### config.mk
export PLATFORM = sky130hd
export DESIGN_NAME = uart_tx
export DESIGN_NICKNAME = d
export VERILOG_FILES = /design/src/rtl/uart_tx.sv
export SDC_FILE = /design/constraint.sdc
export NUM_CORES = 1
export LEC_CHECK = 0
export ABC_AREA = 1
export CAP_MARGIN = 20
export CORE_UTILIZATION = 40
export CTS_CLUSTER_SIZE = 8
export DETAILED_ROUTE_END_ITERATION = 8
export HOLD_SLACK_MARGIN = 0.02
export PLACE_DENSITY_LB_ADDON = 0.12
export SETUP_SLACK_MARGIN = 0.02
export SYNTH_ARGS = -nofsm -noshare
export SYNTH_HDL_FRONTEND = slang
export SYNTH_SLANG_ARGS = --single-unit
export TNS_END_PERCENT = 1
### constraint.sdc
create_clock -name clk -period 2.15 [get_ports clk]
set_clock_uncertainty 0.1 [all_clocks]
set_input_delay 0.3225 -clock clk [delete_from_list [all_inputs] [get_ports clk]]
set_output_delay 0.3225 -clock clk [all_outputs]
set_load 0.01 [all_outputs]
### src/rtl/uart_tx.sv
// ---------------------------------------------------------------------------
// uart_tx : 8N1 UART transmitter with a small TX FIFO.
//
// Bytes are accepted on a valid/ready port, held in a FIFO_DEPTH-entry FIFO
// and shifted out on an idle-high serial line: one start bit (0), eight data
// bits LSB first, one stop bit (1). Each bit lasts CPB = CLK_FREQ_HZ/BAUD_RATE
// clocks, so a frame is exactly 10*CPB clocks. When another byte is waiting
// at the end of a stop bit, the next start bit follows with no idle gap.
//
// Ports
//   clk         in   core clock
//   rst         in   synchronous, active-high reset (aborts any frame)
//   in_valid    in   byte offered
//   in_ready    out  FIFO can accept (not full)
//   in_data     in   byte to send, sampled only on a push
//   tx          out  serial line, registered, idle high
//   busy        out  frame in progress or FIFO non-empty
//   fifo_level  out  current FIFO occupancy
// ---------------------------------------------------------------------------

package uart_pkg;

    typedef enum int unsigned {
        BR_9600   = 9600,
        BR_19200  = 19200,
        BR_38400  = 38400,
        BR_57600  = 57600,
        BR_115200 = 115200
    } uart_baud_rate_t;

    function automatic bit is_pow2(input int unsigned v);
        return (v != 0) && ((v & (v - 1)) == 0);
    endfunction

endpackage

module uart_tx
    import uart_pkg::*;
#(
    parameter int unsigned     CLK_FREQ_HZ = 100_000_000,
    parameter uart_baud_rate_t BAUD_RATE   = BR_115200,
    parameter int unsigned     FIFO_DEPTH  = 4
) (
    input  logic                          clk,
    input  logic                          rst,
    input  logic                          in_valid,
    output logic                          in_ready,
    input  logic [7:0]                    in_data,
    output logic                          tx,
    output logic                          busy,
    output logic [$clog2(FIFO_DEPTH):0]   fifo_level
);

    localparam int unsigned CPB   = CLK_FREQ_HZ / int'(BAUD_RATE);
    localparam int unsigned AW    = $clog2(FIFO_DEPTH);
    localparam int unsigned PW    = AW + 1;
    localparam int unsigned CNT_W = (CPB < 2) ? 1 : $clog2(CPB);
    localparam logic [CNT_W-1:0] CNT_LAST = CNT_W'(CPB - 1);

    generate
        if (CPB < 2) begin : g_bad_cpb
            $error("uart_tx: CLK_FREQ_HZ/BAUD_RATE must be at least 2");
        end
        if (!is_pow2(FIFO_DEPTH) || FIFO_DEPTH < 2) begin : g_bad_depth
            $error("uart_tx: FIFO_DEPTH must be a power of two and at least 2");
        end
    endgenerate

    typedef enum logic [1:0] {
        IDLE  = 2'd0,
        START = 2'd1,
        DATA  = 2'd2,
        STOP  = 2'd3
    } state_t;

    // FIFO storage and pointers. Pointers carry one extra wrap bit so that
    // full and empty are told apart by the MSB alone.
    logic [7:0]    mem [FIFO_DEPTH];
    logic [PW-1:0] wr_ptr;
    logic [PW-1:0] rd_ptr;
    logic          full;
    logic          empty;
    logic          push;
    logic          pop;

    // Serializer state
    state_t           state;
    state_t           state_n;
    logic [CNT_W-1:0] baud_cnt;
    logic [CNT_W-1:0] baud_cnt_n;
    logic [2:0]       bit_idx;
    logic [2:0]       bit_idx_n;
    logic [7:0]       shift;
    logic [7:0]       shift_n;
    logic             tx_q;
    logic             tx_n;
    logic             cnt_last;

    assign empty = (wr_ptr == rd_ptr);
    assign full  = (wr_ptr[PW-1] != rd_ptr[PW-1]) &&
                   (wr_ptr[AW-1:0] == rd_ptr[AW-1:0]);

    // Ready depends only on registered pointers, so a pop in the same cycle
    // never opens room for a push into a full FIFO.
    assign in_ready   = !full;
    assign push       = in_valid && !full;
    assign fifo_level = wr_ptr - rd_ptr;

    assign busy     = (state != IDLE) || !empty;
    assign tx       = tx_q;
    assign cnt_last = (baud_cnt == CNT_LAST);

    // FIFO data array: written on push only, never reset (pointers define
    // which entries are valid).
    always_ff @(posedge clk) begin
        if (push) begin
            mem[wr_ptr[AW-1:0]] <= in_data;
        end
    end

    always_ff @(posedge clk) begin
        if (rst) begin
            wr_ptr <= '0;
            rd_ptr <= '0;
        end else begin
            if (push) begin
                wr_ptr <= wr_ptr + 1'b1;
            end
            if (pop) begin
                rd_ptr <= rd_ptr + 1'b1;
            end
        end
    end

    // State register. tx is registered here; the next-state logic computes
    // the line level for the state being entered so tx changes on the same
    // edge as the state.
    always_ff @(posedge clk) begin
        if (rst) begin
            state    <= IDLE;
            baud_cnt <= '0;
            bit_idx  <= '0;
            shift    <= '0;
            tx_q     <= 1'b1;
        end else begin
            state    <= state_n;
            baud_cnt <= baud_cnt_n;
            bit_idx  <= bit_idx_n;
            shift    <= shift_n;
            tx_q     <= tx_n;
        end
    end

    always_comb begin
        state_n    = state;
        baud_cnt_n = baud_cnt;
        bit_idx_n  = bit_idx;
        shift_n    = shift;
        tx_n       = tx_q;
        pop        = 1'b0;

        case (state)
            IDLE: begin
                tx_n = 1'b1;
                if (!empty) begin
                    pop        = 1'b1;
                    shift_n    = mem[rd_ptr[AW-1:0]];
                    baud_cnt_n = '0;
                    state_n    = START;
                    tx_n       = 1'b0;
                end
            end

            START: begin
                tx_n = 1'b0;
                if (cnt_last) begin
                    baud_cnt_n = '0;
                    bit_idx_n  = '0;
                    state_n    = DATA;
                    tx_n       = shift[0];
                end else begin
                    baud_cnt_n = baud_cnt + 1'b1;
                end
            end

            DATA: begin
                tx_n = shift[0];
                if (cnt_last) begin
                    baud_cnt_n = '0;
                    if (bit_idx == 3'd7) begin
                        state_n = STOP;
                        tx_n    = 1'b1;
                    end else begin
                        // Next bit becomes shift[0]; drive it now so it
                        // appears on tx at the bit boundary.
                        bit_idx_n = bit_idx + 3'd1;
                        shift_n   = {1'b0, shift[7:1]};
                        tx_n      = shift[1];
                    end
                end else begin
                    baud_cnt_n = baud_cnt + 1'b1;
                end
            end

            STOP: begin
                tx_n = 1'b1;
                if (cnt_last) begin
                    baud_cnt_n = '0;
                    if (!empty) begin
                        // Back-to-back frame: start bit follows immediately.
                        pop     = 1'b1;
                        shift_n = mem[rd_ptr[AW-1:0]];
                        state_n = START;
                        tx_n    = 1'b0;
                    end else begin
                        state_n = IDLE;
                    end
                end else begin
                    baud_cnt_n = baud_cnt + 1'b1;
                end
            end

            default: begin
                state_n = IDLE;
                tx_n    = 1'b1;
            end
        endcase
    end

endmodule
# == Word level (Yosys, flattened, before mapping) ==
# Memories as Yosys holds them, arrays and structs flattened. A register that Yosys moved wholly into a read port is not among the register bits.
# Cells that the tools add are included.
# word_totals
out_inout_bits,6
reg_bits,30
elab_cells,72
ram_bits,32
n_memories,1
# memory_table
memory,depth,word_bits,read_ports,rd_clocked_by_memory_dff,wr,line,rtl
mem,4,8,1,1,1,78,logic [7:0] mem [FIFO_DEPTH];
# classes
n_eq_ne,14
mux,32
addsub,5
n_reduce_logical,13
# op_table
operator,n
8-bit 2-to-1 mux,4
8-bit one-hot mux with 3 select lines,1
10-bit 2-to-1 mux,2
10-bit one-hot mux with 2 select lines,1
2-bit 2-to-1 mux,7
2-bit inequality test (second input constant),6
10-bit by 1-bit adder with 10-bit output (second input constant),1
10-bit == test (second input constant),1
1-bit 2-to-1 mux,10
3-bit by 1-bit adder with 3-bit output (second input constant),3
3-bit 2-to-1 mux,3
2-bit one-hot mux with 4 select lines,1
4-bit AND reduction,2
3-bit one-hot mux with 2 select lines,1
5-bit AND reduction,1
2-bit == test (second input constant),2
1-bit one-hot mux with 4 select lines,1
2-bit nonzero test,2
3-bit == test,1
3-bit == test (second input constant),1
3-bit nonzero test,1
3-bit OR reduction,1
3-bit subtractor,1
2-bit by 1-bit == test with 1-bit output (second input constant),1
other kinds (7),9

# == Longest topological paths before layout ==
# Gate-level depths: netlist of run 1.
# logic_depth
ltp_word,6
depth_mapped,11
depth_no_buf,11

# == Least setup slack after synthesis of run 1 ==
# OpenSTA, ideal clock, no wires.
# synth_timing
path_type,reg2reg
startpoint,register wr_ptr[0]
endpoint,memory mem[3][0] (enable)
t_arrival_ns,1.566
n_path_buf,0
setup_slack_ns,0.109
synth_period_minus_slack_ns,2.041
path_stages_with_launch,8
t_required_ns,1.675
setup_ns,0.375
path_cell_list,dfxtp_1 inv_1 ha_1 nand2_1 inv_1 nand3_1 nand2_1 nor2_1
# synth_between
elab_chain_len,6
# synth_lines
element,line,rtl
"start, declared",79,logic [PW-1:0] wr_ptr;
"start signal, assigned",127,wr_ptr <= wr_ptr + 1'b1;
2-bit == test,101,(wr_ptr[AW-1:0] == rd_ptr[AW-1:0]);
1-bit logical AND,100,assign full = (wr_ptr[PW-1] != rd_ptr[PW-1]) &&
1-bit zero test,--,
named net in_ready,47,"output logic in_ready,"
1-bit logical AND,106,assign push = in_valid && !full;
1-bit 2-to-1 mux,116,if (push) begin
1-bit 2-to-1 mux (implied by the code),117,mem[wr_ptr[AW-1:0]] <= in_data;
"end, declared",78,
# The timed path passes the listed nets, and every way through them passes these cells.

# == Worst setup path in the final report of run 1 ==
# layout_timing
startpoint,register wr_ptr[0]
endpoint,output port fifo_level[2]
# layout_between
elab_chain_len,1
# layout_lines
element,line,rtl
3-bit subtractor,107,assign fifo_level = wr_ptr - rd_ptr;
"end, declared",51,output logic [$clog2(FIFO_DEPTH):0] fifo_level
# No other way between the ends.

==> results of run 1 <==
==> sequential cells by signal (all words and copies together), names as in the netlist, named ones only <==
name and count:
shift 8, tx 1, baud_cnt 10, bit_idx 3, mem 32, rd_ptr 3
state 2, wr_ptr 3
==> layout by cell type, fill, tap and decap left out, types with 5 or more instances in the layout <==
cell type          n
nand2_2            5
nand2_1          107
clkdlybuf4s50_1   12
buf_4             14
nand3_1           36
nor2_1            36
inv_1             62
inv_2              8
dfxtp_1           30
clkbuf_8           9
ha_1              15
a21oi_1           26
o21ai_0           11
edfxtp_1          32
==> final timing paths <==
check	from	end	cells past startpoint
worst max-delay path	wr_ptr[0]	fifo_level[2]	5
worst min register to register	wr_ptr[2]	wr_ptr[2]	1
worst min-delay path	wr_ptr[2]	wr_ptr[2]	1
worst max register to register	state[0]	shift[2]	9
==> cell type report <==
type	count	area, um^2	area share
clock buffers	9	123.9	0.03251
clock inverters	7	71.32	0.01872
inverters	72	270.3	0.07094
multi-input cells	263	1360	0.3570
flip-flops and latches	64	1604	0.4210
well taps	102	127.6	0.03350
repair buffers	30	252.7	0.06634
==> report_power, final <==
| group | total, uW | switching (uW) | internal [uW] |
|---|---|---|---|
| clock network | 1030 | 496 | 535 |
| registers | 1570 | 118 | 1450 |
| logic | 1420 | 887 | 530 |
==> repair_timing <==
action                                  4_1_cts  5_1_grt
endpoints found under the setup margin        4        3
gates resized for setup                      10        2
gates cloned                                  0        0
==> metal layers <==
layer | vias to the layer above | routed length [um] | GRT usage
li1 | 1360 | - | -
met1 | 1106 | 3373 | 0.2289
met2 | 36 | 2857 | 0.2549
met3 | 13 | 217 | 0.03695
met4 | 0 | 165 | 0.09115
met5 | - | 0 | 0
==> worst register-to-register path, delay by kind of cell, from the launching register on <==
kind          cells  cell delay (ps)
buf+inv           2              200
fa+ha+maj         1              200
simple gates      6              900
flops             1              350
==> metrics by stage <==
step	std cells	setup WS (ps)	util	hold slack (ps)	total power, uW
after floorplan	407	108.9	-	291.6	2593
after global placement	531	78.92	0.4643	360.2	3029
after detailed placement	531	53.38	0.4643	363.4	3053
after CTS	547	37.75	0.4886	379.7	4069
after global routing	547	33.63	0.4880	399.1	4329
final	547	129.8	0.4880	382.8	4019
==> cells by family after synthesis <==
| kind of cell | after synthesis | share of synthesized area |
|---|---|---|
| flip-flops | 64 | 0.4902 |
| buffers and inverters | 80 | 0.09345 |
| AND/OR/NAND/NOR | 199 | 0.2700 |
| AO/OA/AOI/OAI | 44 | 0.07200 |
| XOR/XNOR | 4 | 0.01073 |
| adder cells (fa/ha/maj) | 16 | 0.06358 |
==> results.txt, run 1 <==
----------------------------------------------------
[Worst setup path]
  Worst path bufs/invs ... 2
  WS Path Type ... flip-flop to output port
  Kind of launch point of the worst setup path ... flip-flop
  CP max stage cell ... fa_1
  Ordered list of cells on the worst path ... inv_1 > ha_1 > fa_1 > xnor2_1 > buf_2
  R2R Setup Slk ... roughly 300 ps
  Category of cells accounting for the largest share of critical-path delay ... adder cells
  Critical path endpoint category ... output port
  Endpoint arrival time on the critical path ... 1600 ps
  Slowest cell delay on critical path ... roughly 380 ps
  Highest net fanout along the worst path ... 2
  Data required time of the worst path ... approximately 1700 ps

[Final layout]
  Area added between synthesis and finish ... 16.62%
  Net count of the finished layout ... ~470
  Layout filler cell count ... around 760
  Count of inserted antenna diode cells ... 0
  Share of post-route cells with drive strength above 1 ... 0.1191
  Final design instance area without fill ... 3810 um^2

[Timing]
  Final hold viol count ... 0
  Worst Max-Slew Pin Slew ... between 300 and 400 ps
  Worst slew margin ... 0.7449
  F_max ... 0.4950 GHz
  Final cycle utilization of the critical path ... 0.9396
  Clock period minus worst slack ... approximately 2000 ps
  Setup_tns ... 0 ps
  Final Max Slew Viols ... 0
  Total of endpoints with negative setup slack in the final report ... 0
  Unrepaired setup endpoints after global routing ... no

[CTS]
  CTS tree ... yes
  CTS Root Buffer Type ... clkbuf_8
  Number of clock sinks ... 64
  Buffers inserted by post-CTS timing repair ... 0
  CTS clock-pin slew for the worst setup and hold paths ... about 70 ps
  TritonCTS Buffers ... 9
  H-tree depth reported by CTS ... 3
  Number of hold buffers added after cts ... 0
  Worst-Skew Late Latency ... 340 ps
  Longest Clk Path Bufs ... 2

[Global route]
  GRT Resource Usage Total ... 0.1702
  Global route overflow ... 0
  Number of antenna violations at the first check in global routing ... 0
  First-pass GRT wire length ... between 10,000 and 15,000 um
  Vias in the first global route ... 2,372
  Pin count of the biggest net entering global routing ... 19

[Route]
  Post-DRT Antenna Nets ... 0
  Initial detailed-routing violation count ... 100
  DRC ... 0
  Average wire per cell in the routed design ... 12.09 um
  Total via count in the routed design ... 2,515
  Average vias per placed instance ... 4.598
  Aggregate routed wire length ... 6614 um
  First-pass detailed-route iteration total ... 4

[Place]
  Placed cell area ... about 3600 um^2
  Post-detail-place hpwl ... between 4000 and 5000 um
  Weighted congestion at the end of routability-driven global placement ... 0.8239
  Number of port buffers ... 16

[Yosys]
  Synth warn ... 0
  Share of synthesized flip-flops with an asynchronous set or reset ... 0
  Synth area leader ... edfxtp_1
  Most frequently used cell type in the post-synthesis netlist ... nand2_1
  Net count of the mapped netlist ... around 430
  Gate count of the mapped netlist ... a little over 400
  Synth top cells by count ... nand2_1 (107), inv_1 (63), nand3_1 (36), nor2_1 (36)
  Dominant cells by area after synthesis ... edfxtp_1 (29%), dfxtp_1 (20%), nand2_1 (12%), inv_1 (7.2%), ha_1 (5.7%)
  Post-synthesis cell area ... about 3300 um^2
  Mean cell area of the mapped netlist ... approximately 8.0 um^2
  Share of Yosys cell area claimed by the top area cell type ... 0.2941
  Yosys cell types ... 31
  Flip-flop and latch count after synthesis ... 64
  Number of flops mapped to enable cells by yosys ... 32
  Sequential area share after synthesis ... 0.4902
  Most used DFF post-synth ... edfxtp_1

[Floorplan]
  Die outline height ... 92.37 um
  DIE WIDTH ... 92.37 um
  Area enclosed by the die boundary ... 8532 um^2
  Effective utilization at floorplan ... 0.4184
  Placeable core region ... ~8000 um^2
  Standard-cell row count ... 32
  Number of top-level pins ... 17

[Worst hold path]
  Hold Path Class ... flip-flop to flip-flop

[Power and ir drop]
  Power per cell area ... 1055 nW/um^2
  IR Drop Worst-Case VDD ... 0.0006471 V
  Leakage power of the design ... about 0.0017 uW

[Status]
  Result of the run ... finished clean

[Flow run]
  Max cap viols ... 0

----------------------------------------------------
Power figures use the tool's default switching activity.
==> inputs of run 2 (changes only) <==
--- a/config.mk
+++ b/config.mk
@@ -12,7 +12,6 @@
 export DETAILED_ROUTE_END_ITERATION = 8
 export HOLD_SLACK_MARGIN = 0.02
 export PLACE_DENSITY_LB_ADDON = 0.12
-export SETUP_SLACK_MARGIN = 0.02
 export SYNTH_ARGS = -nofsm -noshare
 export SYNTH_HDL_FRONTEND = slang
 export SYNTH_SLANG_ARGS = --single-unit
==> results of run 2 <==
Same layout as run 1: the final DEF is identical, and so are final timing and power.
